$ cat config.mk
export PLATFORM = sky130hd
export DESIGN_NAME = cbi980_axil_init
export DESIGN_NICKNAME = d
export VERILOG_FILES = /design/src/rtl/cbi980_pkg.sv /design/src/rtl/cbi980_wdog.sv /design/src/rtl/cbi980_axil_init.sv
export SDC_FILE = /design/constraint.sdc
export NUM_CORES = 1
export LEC_CHECK = 0
export ABC_AREA = 0
export CAP_MARGIN = 20
export CORE_ASPECT_RATIO = 1.75
export CORE_MARGIN = 1.5
export CORE_UTILIZATION = 35
export CTS_CLUSTER_DIAMETER = 80
export DETAILED_ROUTE_END_ITERATION = 7
export PLACE_DENSITY = 0.76
export SLEW_MARGIN = 0
export SYNTH_ARGS = -nofsm -noshare
export SYNTH_HDL_FRONTEND = slang
export SYNTH_SLANG_ARGS = --single-unit
$ cat constraint.sdc
create_clock -name aclk -period 3.4 [get_ports aclk]
set_clock_uncertainty 0.05 [all_clocks]
set_input_delay 0.51 -clock aclk [delete_from_list [all_inputs] [get_ports aclk]]
set_output_delay 0.51 -clock aclk [all_outputs]
set_load 0.01 [all_outputs]
$ cat src/rtl/cbi980_pkg.sv
// rtl/cbi980_pkg.sv - shared FSM states, AXI response codes and AXI attribute constants for cbi980
package cbi980_pkg;

  typedef enum logic [2:0] {
    IDLE    = 3'd0,
    WR_REQ  = 3'd1,
    WR_RESP = 3'd2,
    RD_REQ  = 3'd3,
    RD_RESP = 3'd4,
    RSP     = 3'd5
  } state_e;

  localparam logic [1:0] RESP_OKAY   = 2'b00;
  localparam logic [1:0] RESP_SLVERR = 2'b10;
  localparam logic [1:0] RESP_DECERR = 2'b11;

  localparam logic [3:0] AXI_CACHE = 4'b0000;
  localparam logic [2:0] AXI_PROT  = 3'b000;

  // Both error codes share bit 1; EXOKAY is not expected on AXI4-Lite.
  function automatic logic resp_is_err(input logic [1:0] resp);
    return (resp == RESP_SLVERR) || (resp == RESP_DECERR);
  endfunction

endpackage

$ cat src/rtl/cbi980_wdog.sv
// rtl/cbi980_wdog.sv - transaction watchdog; sets a sticky hang flag after TIMEOUT busy cycles
module cbi980_wdog #(
  parameter int unsigned TIMEOUT = 1023
) (
  input  logic aclk,
  input  logic arst,
  input  logic run,
  input  logic clr,
  output logic hang
);

  localparam int CW = $clog2(TIMEOUT + 1);
  localparam logic [CW-1:0] CNT_MAX  = CW'(TIMEOUT);
  localparam logic [CW-1:0] CNT_LAST = CW'(TIMEOUT - 1);

  logic [CW-1:0] cnt_q, cnt_d;
  logic          hang_q, hang_d;

  always_comb begin
    cnt_d  = cnt_q;
    hang_d = hang_q;
    if (clr) begin
      cnt_d  = '0;
      hang_d = 1'b0;
    end else if (run) begin
      if (cnt_q != CNT_MAX) cnt_d = cnt_q + 1'b1;
      if (cnt_q == CNT_LAST) hang_d = 1'b1;
    end
  end

  always_ff @(posedge aclk or posedge arst) begin
    if (arst) begin
      cnt_q  <= '0;
      hang_q <= 1'b0;
    end else begin
      cnt_q  <= cnt_d;
      hang_q <= hang_d;
    end
  end

  assign hang = hang_q;

endmodule

$ cat src/rtl/cbi980_axil_init.sv
// rtl/cbi980_axil_init.sv - single-outstanding command to AXI4-Lite initiator
// Optional watchdog and hang port enabled by defining CBI980_WDOG_EN.
module cbi980_axil_init
  import cbi980_pkg::*;
#(
  parameter int unsigned TIMEOUT = 1023
) (
  input  logic        aclk,
  input  logic        arst,
  input  logic        cmd_valid,
  output logic        cmd_ready,
  input  logic        cmd_we,
  input  logic [31:0] cmd_addr,
  input  logic [31:0] cmd_wdata,
  input  logic [3:0]  cmd_wstrb,
  output logic        rsp_valid,
  input  logic        rsp_ready,
  output logic [31:0] rsp_rdata,
  output logic        rsp_err,
  output logic [31:0] awaddr,
  output logic [3:0]  awcache,
  output logic [2:0]  awprot,
  output logic        awvalid,
  input  logic        awready,
  output logic [31:0] wdata,
  output logic [3:0]  wstrb,
  output logic        wvalid,
  input  logic        wready,
  input  logic [1:0]  bresp,
  input  logic        bvalid,
  output logic        bready,
  output logic [31:0] araddr,
  output logic [3:0]  arcache,
  output logic [2:0]  arprot,
  output logic        arvalid,
  input  logic        arready,
  input  logic [31:0] rdata,
  input  logic [1:0]  rresp,
  input  logic        rvalid,
  output logic        rready
`ifdef CBI980_WDOG_EN
  ,
  output logic        hang
`endif
);

  state_e      state_q, state_d;
  logic [31:0] addr_q, addr_d;
  logic [31:0] wdata_q, wdata_d;
  logic [3:0]  wstrb_q, wstrb_d;
  logic        awvalid_q, awvalid_d;
  logic        wvalid_q, wvalid_d;
  logic        aw_done_q, aw_done_d;
  logic        w_done_q, w_done_d;
  logic        bready_q, bready_d;
  logic        arvalid_q, arvalid_d;
  logic        rready_q, rready_d;
  logic        rsp_valid_q, rsp_valid_d;
  logic [31:0] rsp_rdata_q, rsp_rdata_d;
  logic        rsp_err_q, rsp_err_d;

  always_comb begin
    state_d     = state_q;
    addr_d      = addr_q;
    wdata_d     = wdata_q;
    wstrb_d     = wstrb_q;
    awvalid_d   = awvalid_q;
    wvalid_d    = wvalid_q;
    aw_done_d   = aw_done_q;
    w_done_d    = w_done_q;
    bready_d    = bready_q;
    arvalid_d   = arvalid_q;
    rready_d    = rready_q;
    rsp_valid_d = rsp_valid_q;
    rsp_rdata_d = rsp_rdata_q;
    rsp_err_d   = rsp_err_q;
    case (state_q)
      IDLE: begin
        if (cmd_valid) begin
          addr_d  = {cmd_addr[31:2], 2'b00};
          wdata_d = cmd_wdata;
          wstrb_d = cmd_wstrb;
          if (cmd_we) begin
            state_d   = WR_REQ;
            awvalid_d = 1'b1;
            wvalid_d  = 1'b1;
            aw_done_d = 1'b0;
            w_done_d  = 1'b0;
          end else begin
            state_d   = RD_REQ;
            arvalid_d = 1'b1;
          end
        end
      end
      WR_REQ: begin
        if (awvalid_q && awready) begin
          awvalid_d = 1'b0;
          aw_done_d = 1'b1;
        end
        if (wvalid_q && wready) begin
          wvalid_d = 1'b0;
          w_done_d = 1'b1;
        end
        // Address and data channels may complete in either order.
        if (aw_done_d && w_done_d) begin
          state_d   = WR_RESP;
          bready_d  = 1'b1;
          aw_done_d = 1'b0;
          w_done_d  = 1'b0;
        end
      end
      WR_RESP: begin
        if (bvalid) begin
          state_d     = RSP;
          bready_d    = 1'b0;
          rsp_valid_d = 1'b1;
          rsp_rdata_d = '0;
          rsp_err_d   = resp_is_err(bresp);
        end
      end
      RD_REQ: begin
        if (arready) begin
          state_d   = RD_RESP;
          arvalid_d = 1'b0;
          rready_d  = 1'b1;
        end
      end
      RD_RESP: begin
        if (rvalid) begin
          state_d     = RSP;
          rready_d    = 1'b0;
          rsp_valid_d = 1'b1;
          rsp_rdata_d = rdata;
          rsp_err_d   = resp_is_err(rresp);
        end
      end
      RSP: begin
        if (rsp_ready) begin
          state_d     = IDLE;
          rsp_valid_d = 1'b0;
        end
      end
      default: state_d = IDLE;
    endcase
  end

  always_ff @(posedge aclk or posedge arst) begin
    if (arst) begin
      state_q     <= IDLE;
      addr_q      <= '0;
      wdata_q     <= '0;
      wstrb_q     <= '0;
      awvalid_q   <= 1'b0;
      wvalid_q    <= 1'b0;
      aw_done_q   <= 1'b0;
      w_done_q    <= 1'b0;
      bready_q    <= 1'b0;
      arvalid_q   <= 1'b0;
      rready_q    <= 1'b0;
      rsp_valid_q <= 1'b0;
      rsp_rdata_q <= '0;
      rsp_err_q   <= 1'b0;
    end else begin
      state_q     <= state_d;
      addr_q      <= addr_d;
      wdata_q     <= wdata_d;
      wstrb_q     <= wstrb_d;
      awvalid_q   <= awvalid_d;
      wvalid_q    <= wvalid_d;
      aw_done_q   <= aw_done_d;
      w_done_q    <= w_done_d;
      bready_q    <= bready_d;
      arvalid_q   <= arvalid_d;
      rready_q    <= rready_d;
      rsp_valid_q <= rsp_valid_d;
      rsp_rdata_q <= rsp_rdata_d;
      rsp_err_q   <= rsp_err_d;
    end
  end

  assign cmd_ready = (state_q == IDLE);
  assign rsp_valid = rsp_valid_q;
  assign rsp_rdata = rsp_rdata_q;
  assign rsp_err   = rsp_err_q;
  assign awaddr    = addr_q;
  assign awcache   = AXI_CACHE;
  assign awprot    = AXI_PROT;
  assign awvalid   = awvalid_q;
  assign wdata     = wdata_q;
  assign wstrb     = wstrb_q;
  assign wvalid    = wvalid_q;
  assign bready    = bready_q;
  assign araddr    = addr_q;
  assign arcache   = AXI_CACHE;
  assign arprot    = AXI_PROT;
  assign arvalid   = arvalid_q;
  assign rready    = rready_q;

`ifdef CBI980_WDOG_EN
  logic wdog_run;
  assign wdog_run = (state_q == WR_REQ) || (state_q == WR_RESP) ||
                    (state_q == RD_REQ) || (state_q == RD_RESP);

  cbi980_wdog #(.TIMEOUT(TIMEOUT)) u_wdog (
    .aclk (aclk),
    .arst (arst),
    .run  (wdog_run),
    .clr  (rsp_valid_q && rsp_ready),
    .hang (hang)
  );

  logic unused_ok;
  assign unused_ok = ^{cmd_addr[1:0]};
`else
  logic unused_ok;
  assign unused_ok = ^{cmd_addr[1:0], TIMEOUT};
`endif

endmodule

==> run summary, run 1 <==
The critical path's largest stage delay was 0.58 ns; the number of antenna-violating nets in the routed design was 0. For this run, the leading register cell type out of synthesis is sky130_fd_sc_hd__dfrtp_1. Via count of the first global-routing pass: 3886. Fraction of synthesis flops using an asynchronous set or reset pin: 100%.

Area share of xor/xnor cells in the synthesized design: 0%. STA classifies the critical path startpoint as a flop. The routability-driven placement congestion ratio was 0.749; the die width was 92.6 um. In this run the tool buffered the top-level ports with 245 buffer cells. TritonCTS created 9 clock buffers. The tree is rooted in a sky130_fd_sc_hd__clkbuf_16. The tool flagged a number of max-cap violations equal to 0. For the I/O pin total, the log shows 268. The number of distinct standard cells referenced by the synthesized netlist was 32; the cell area after layout was 7620 um^2. The tools report the placement row count as 57. Registers take 2750 um^2.

The total power per unit cell area was 911 nW/um^2; the final count of hold timing violations was 0. For this run, the top clock speed supported by timing is 391 MHz. Before CTS, the worst setup slack after placement is 0.820 ns.

For the net count reported at finish, the log shows 727. The slew at the pin closest to its max-slew limit came out at 0.702 ns. After Yosys synthesis, and, or, nand and nor cells account for 5.57% of the synthesized area. The number of antenna violations at the first check in global routing was 0. Setup slack closes at 0.845 ns.

Across all layers, the routed design uses 3647 vias. After synthesis, the largest family of logic cells by area is multiplexers. The synthesized netlist devotes 3.51% of its cell area to compound gates. At the worst endpoint, the arrival time is 1.99 ns. Yosys printed 0 warnings. The endpoint identified for the worst register-to-register timing path is wdata[15]$_DFFE_PP0P_. The static leakage was 3.11 nW; the met2 global-route usage was 33.5%.

The number of DRC violations after detailed routing is 0, and the area after detailed placement is 7330 um^2. Count of cells resized by post-cts repair: 0. The deepest level of the CTS H-tree came out at 3. The tools report the multi-input combinational cell area as 1630 um^2.

In the global route stage, met1 resource usage came out at 16.5%. Total of hold buffers inserted after clock tree synthesis: 0. The worst register-to-register path begins at state_q[0]$_DFFE_PP0P_. Summing every instance area after synthesis gives 4920 um^2. The layout overhead on the synthesized area works out to 55.0%.

The share of cells above drive strength 1 is 15.0%, and the number of enable-type register cells in the synthesized netlist is 0. The number of max-slew violations in the final report is 0, and the number of cell instances on the worst register-to-register path is 3. The layout filler cell count came out at 1167.

The met3 capacity usage during global routing is 4.52%, and the worst slew slack as a fraction of its limit is 53.0%. The first global-routing pass estimated 19.7 mm of wire. The number of detailed-routing iterations run before antenna repair is 4, and the number of post-CTS setup repair buffers is 0. Leaving out fill and tap cells, the most frequent cell in the layout is sky130_fd_sc_hd__clkdlybuf4s50_1. The run finished with clean final reports. The average wire length per cell after detail routing is 15.8 um.

The logs give 13800 um^2 for the core box area and 0 for the number of antenna repair diodes. Summed over all layers, the routed wires come to 12.5 mm. The signal on the critical path passes through or2_2 -> nor2_1 -> clkdlybuf4s50_1. The endpoint kind of the worst setup timing path was an output pin. The start-to-end type of the worst setup path was reg -> out. The slowest cell on the critical path is sky130_fd_sc_hd__dfrtp_1. For this configuration, the core starts out at a cell density of 35.5%. Worst IR drop on VDD: 351 uV. In the global route stage, overall resource usage came out at 16.9%. The run gives 9.74 mm as the placed wire-length estimate after detailed placement. In this run the worst path has a maximum fanout of 15. The top cell types in the final layout, fill and taps aside, are sky130_fd_sc_hd__clkdlybuf4s50_1 (245), sky130_fd_sc_hd__dfrtp_1 (110), sky130_fd_sc_hd__mux2_2 (62).

The maximum root-to-sink buffer count is 2. The critical path ends at cmd_ready. The die extent in y was 160 um.

The run gives 110 as the clock sink count. The path class of the tightest hold or removal check is reg -> reg. For the final-report setup violation count, the log shows 0.

Flop and latch count out of synthesis: 110. Setup repair after global routing left no endpoint under its margin. The residual overflow from global routing is 0. The detailed router finished its first iteration with 104 violations.

STA puts the critical path data required time at 2.84 ns. The average instance in the mapped netlist occupies 12.4 um^2. After technology mapping, the gate count stands at 395. The setup slack on the worst flop-to-flop path was 1.18 ns; the sequential area share after synthesis was 56.0%. Final worst-path cycle share: 75.1%.

Of the total synthesized cell area, the portion taken by full adders, half adders and majority gates is 0%. Counting I/O delays and the setup requirement, the final critical path takes 2.55 ns. Entering global routing, the biggest net connects 59 pins.

After detailed routing, the number of vias per cell comes to 4.59. met2 is the most crowded layer. The die covers 14800 um^2. Summed over all failing endpoints, the final setup total negative slack is 0 ns. Worst setup path startpoint: state_q[1]$_DFFE_PP0P_.

Clock-pin slew was measured on the worst setup and hold paths at 0.07 ns. TritonCTS built the clock tree. Multiplexer cells account for 22.5% of the synthesized area. The clock reaches the later pin of the worst-skew pair after 0.34 ns.
-- cell families after synthesis --
logic type / count (synthesis)
buf+inv: 101
mux: 102
flops: 110
compound gates: 25
other cells: 1
simple gates: 56
-- layout make-up --
type / count / area share [%]
repair buffers: 256 / 34.1
well taps: 177 / 2.91
clock inverters: 6 / 0.706
multi-input cells: 201 / 21.4
flip-flops and latches: 110 / 36.1
inverters: 35 / 1.77
clock buffers: 10 / 3.01
-- sequential cells by signal, summed over array words and instances (netlist names), 3 cells and up --
signal	flops
state_q	3
wstrb	4
araddr	30
rsp_rdata	32
wdata	32
-- Yosys cell counts, types with 2 or more instances --
library cell / n / area share [%]
sky130_fd_sc_hd__nand3_1: 6 / 0.61
sky130_fd_sc_hd__a22o_1: 2 / 0.36
sky130_fd_sc_hd__nand2_1: 33 / 2.5
sky130_fd_sc_hd__mux2_1: 7 / 1.6
sky130_fd_sc_hd__buf_6: 2 / 0.46
sky130_fd_sc_hd__buf_4: 56 / 8.6
sky130_fd_sc_hd__inv_1: 35 / 2.7
sky130_fd_sc_hd__a21oi_1: 8 / 0.81
sky130_fd_sc_hd__a21o_1: 3 / 0.46
sky130_fd_sc_hd__nand3b_1: 2 / 0.31
sky130_fd_sc_hd__clkbuf_1: 7 / 0.53
sky130_fd_sc_hd__nor2_1: 7 / 0.53
sky130_fd_sc_hd__dfrtp_1: 110 / 56
sky130_fd_sc_hd__mux2_2: 62 / 14
sky130_fd_sc_hd__o21ai_0: 3 / 0.31
sky130_fd_sc_hd__a31oi_1: 2 / 0.25
sky130_fd_sc_hd__nand2b_1: 2 / 0.25
sky130_fd_sc_hd__mux2i_1: 33 / 6.7
sky130_fd_sc_hd__o221ai_1: 2 / 0.36
-- layer usage --
metal / vias up / share of wire (%)
met5: - / 0
met4: 0 / 1.5
met3: 12 / 7.6
met2: 182 / 58
met1: 1783 / 33
li1: 1670 / -
-- report_power, final --
| part | internal [mW] | switching [mW] |
|---|---|---|
| clock | 0.511 | 0.487 |
| sequential | 1.97 | 0.492 |
| combinational | 2.16 | 1.32 |
-- critical path: cells and delay by family (launching register included) --
family / cells / cell delay, ns
DFF: 1 / 0.58
buffers and inverters: 1 / 0.55
and+or+nand+nor: 2 / 0.53
-- through the flow --
step	hold WS (ns)	power (mW)	instances	util [%]
2_1_floorplan	0.447	4.13	412	-
3_3_place_gp	0.419	5.88	779	53.0
3_5_place_dp	0.433	6.01	779	53.0
4_1_cts	0.451	7.05	795	55.1
5_1_grt	0.469	7.38	795	55.1
6_report	0.445	6.94	795	55.1
-- how the worst min path moves through the flow --
stage                           from               endpoint  slack (ns)  cells after the start
3_3_place_gp   wdata[21]$_DFFE_PP0P_  wdata[21]$_DFFE_PP0P_        0.42                      1
3_5_place_dp   rsp_valid$_DFFE_PP0P_  rsp_valid$_DFFE_PP0P_        0.43                      1
4_1_cts        wdata[23]$_DFFE_PP0P_  wdata[23]$_DFFE_PP0P_        0.45                      1
5_1_grt        wdata[25]$_DFFE_PP0P_  wdata[25]$_DFFE_PP0P_        0.47                      1
6_report       wdata[20]$_DFFE_PP0P_  wdata[20]$_DFFE_PP0P_        0.45                      1
2_1_floorplan  aw_done_q$_DFFE_PP0P_  aw_done_q$_DFFE_PP0P_        0.45                      2
Note: power is estimated with default switching activity, not from simulation.
==> run 2: changes to the inputs <==
- clock period: 3.4 -> 2.22 ns (I/O delays scaled with it)
==> run 2 against run 1 <==
Hold slack got worse by 0.013 ns. Combinational power increased by 55%. Total power up 53%. Global-route usage grew 0.29 points. Routed wire length shrank 0.26%. Flip-flop and latch count unchanged. Sequential share of layout area rose by 0.15 points. Non-clock buffer count stayed put. First-iteration DRC count grew 27%. Critical endpoint unchanged.
==> run summary, run 2 (same netlist as run 1, synthesis figures left out) <==
Effective utilization at floorplan: 35.5% (unchanged). The share of cells above drive strength 1 was 15.2% (+0.19 points); the multi-input combinational cell area was 1630 um^2 (unchanged). The clock transition at the register clock pins on the worst setup and hold paths after CTS works out to 0.08 ns (about the same). The clock sink count is 110 (unchanged).

The number of vias in the routed layout came out at 3638 (-0.25%). The tools report the number of antenna repair diodes as 0 (unchanged). The number of antenna violations at the first check in global routing is 0 (unchanged), and the routability-driven placement congestion ratio is 0.840 (+12%).

The slew at the pin closest to its max-slew limit was 0.580 ns (-0.122 ns). The layout filler cell count was 1184 (+1.5%). The die width was 92.6 um (unchanged); the average via count per standard cell was 4.58 (-0.12%). The combinational group share of total power was 51.0% (+0.8 points). The total detailed-routing wirelength was 12.5 mm (-0.26%). The cell sitting at the root of the clock tree is a sky130_fd_sc_hd__clkbuf_16.

For the internal cell power, the log shows 7.08 mW (+53%). The highest fanout seen on the critical path is 4 (-11), and the required time of the worst setup path is 1.84 ns (-1.00 ns). For the clock share of power, the log shows 14.5% (about the same). The run gives 16.5% (+0.026 points) as the met1 track demand over resource in global routing. The tools report the die area as 14800 um^2 (unchanged). Final critical path time including I/O delays and setup: 1.92 ns.

The worst setup path is captured at an output pin. For the share of total power in sequential cells, the log shows 34.5% (-0.9 points). The logs give 0 (unchanged) for the number of post-CTS setup repair buffers and 61.3% (+8.3 points) for the worst slew slack as a fraction of its limit.

Static timing analysis puts the maximum clock frequency at 520 MHz. The number of antenna-violating nets in the routed design is 0 (unchanged). Clock buffer count from CTS: 9 (unchanged).

The flow ran to the end, and the final reports show no timing, DRC or antenna violations. The tools report the type of element launching the critical path as a flop. The tools report the final count of hold timing violations as 0 (unchanged). The run gives 33.5% (unchanged) as the met2 global-route usage. The via count of the first global-routing pass is 3924 (+0.98%), and the core box area is 13800 um^2 (unchanged). Traced cell by cell, the critical path runs through or2_2 -> nor2_1 -> dlygate4sd2_1. The deepest level of the CTS H-tree is 3 (unchanged), and the worst endpoint data arrival time is 1.54 ns (-0.45 ns). Setup repair after global routing left no endpoint under its margin. Tracing the worst setup path back leads to its startpoint at state_q[1]$_DFFE_PP0P_.

The run gives 0 (unchanged) as the residual overflow from global routing. The average wire length per cell after detail routing is 15.7 um (-0.14%). The run gives 727 (unchanged) as the net count reported at finish. For the final-report setup violation count, the log shows 0 (unchanged). The flip-flop and latch area came out at 2750 um^2 (about the same). The tools report the final worst hold slack as 0.432 ns (-0.0129 ns).

The global router's overall resource usage is 17.2% (+0.29 points). The most common library cell in the layout ignoring fill and taps was sky130_fd_sc_hd__clkdlybuf4s50_1. Layer with the highest usage after global routing: met2. For the max-capacitance violation count, the log shows 0 (unchanged).

The final critical path takes up 86.6% of the cycle. Leaving out fill and tap cells, the most frequent cells in the layout are sky130_fd_sc_hd__clkdlybuf4s50_1 (244), sky130_fd_sc_hd__dfrtp_1 (109), sky130_fd_sc_hd__mux2_2 (62). Latest clock arrival within the worst-skew pair: 0.34 ns (about the same). The tools report the placed wire-length estimate after detailed placement as 9.54 mm (-2.1%). The number of detailed-routing iterations run before antenna repair was 4 (unchanged); the sum of negative setup slack was 0 ns (unchanged). The net switching power is 3.52 mW (+53%).

The static leakage came out at 3.10 nW (-0.19%). In this run the worst hold path is classified as reg -> reg. The number of DRC violations after detailed routing is 0 (unchanged).

The startpoint identified for the worst hold timing path is wdata[19]$_DFFE_PP0P_. The count of input and output buffers is 245 (unchanged), and the placement row count is 57 (unchanged). The slowest cell on the critical path was sky130_fd_sc_hd__dfrtp_2. The I/O pin total is 268 (unchanged). The critical path in this run is classified as reg -> out. Total power per unit cell area: 1400 nW/um^2 (+53%).

The run gives 2 (unchanged) as the maximum root-to-sink buffer count. The critical path's largest stage delay works out to 0.45 ns (-0.13 ns). The first-pass GRT wire length was 19.9 mm (+1.3%); the met3 capacity usage during global routing was 5.29% (+0.76 points). The switching share of power is 33.2% (+0.055 points), and the total design power is 10.6 mW (+53%). The DRC violation total after the first TritonRoute iteration was 132 (+27%); the die extent in y was 160 um (unchanged). Compared with the post-synthesis result, the final layout area differs by 54.4%. TritonCTS built the clock tree. The beginning of the worst register-to-register path is state_q[2]$_DFFE_PP0P_. The number of max-slew violations in the final report is 0 (unchanged), and the worst IR drop on VDD is 540 uV (+54%). The maximum number of pins on one net before global-route repair came out at 111 (+88%).
==> run 2: worst paths after layout <==
path / endpoint / slack, ns / cells past startpoint
setup / recovery: cmd_ready / 0.30 / 3
hold / removal: wdata[19]$_DFFE_PP0P_ / 0.43 / 1
setup reg to reg: wdata[29]$_DFFE_PP0P_ / 0.42 / 4
hold reg to reg: wdata[19]$_DFFE_PP0P_ / 0.43 / 1
max in group asynchronous: wdata[13]$_DFFE_PP0P_ / 1.21 / 3
min in group asynchronous: wdata[23]$_DFFE_PP0P_ / 0.48 / 3
==> run 2: metrics by stage <==
step | std cells | util (%) | setup slack, ns | instance area (um^2)
2_1_floorplan | 412 | - | 0.503 | 4980
5_1_grt | 794 | 54.8 | 0.226 | 7590
3_5_place_dp | 779 | 52.8 | 0.161 | 7310
6_report | 794 | 54.8 | 0.297 | 7590
3_3_place_gp | 779 | 52.8 | 0.163 | 7310
4_1_cts | 794 | 54.8 | 0.273 | 7590
==> run 2: cell type report <==
cell class	count	area share (%)
Clock buffer	9	2.97
Clock inverter	6	0.709
Inverter	35	1.78
Multi-Input combinational cell	201	21.5
Sequential cell	110	36.3
Tap cell	177	2.92
Timing Repair Buffer	256	33.9
==> run 2: power by group through the flow <==
stage,registers [mW],logic [mW],clock network (mW)
floorplan,4.05,2.27,0
global placement,3.64,5.34,0
detailed placement,3.70,5.47,0
CTS,3.68,5.48,1.60
global route,3.80,5.77,1.69
finish,3.66,5.40,1.53
==> run 2: worst max-delay path: cells and delay by family (launching register included) <==
kind | cells | cell delay [ns]
buffers and inverters | 1 | 0.28
DFF | 1 | 0.45
and+or+nand+nor | 2 | 0.47
==> run 2: timing repair <==
item / 4_1_cts / 5_1_grt
resized for setup: 2 / 0
endpoints found under the setup margin: 1 / 0
hold buffers: 0 / 0
==> run 2: routing by layer <==
layer	vias up	wire, um
met5	-	0
met4	0	241
met3	15	1050
met2	180	7000
met1	1760	4200
li1	1683	-
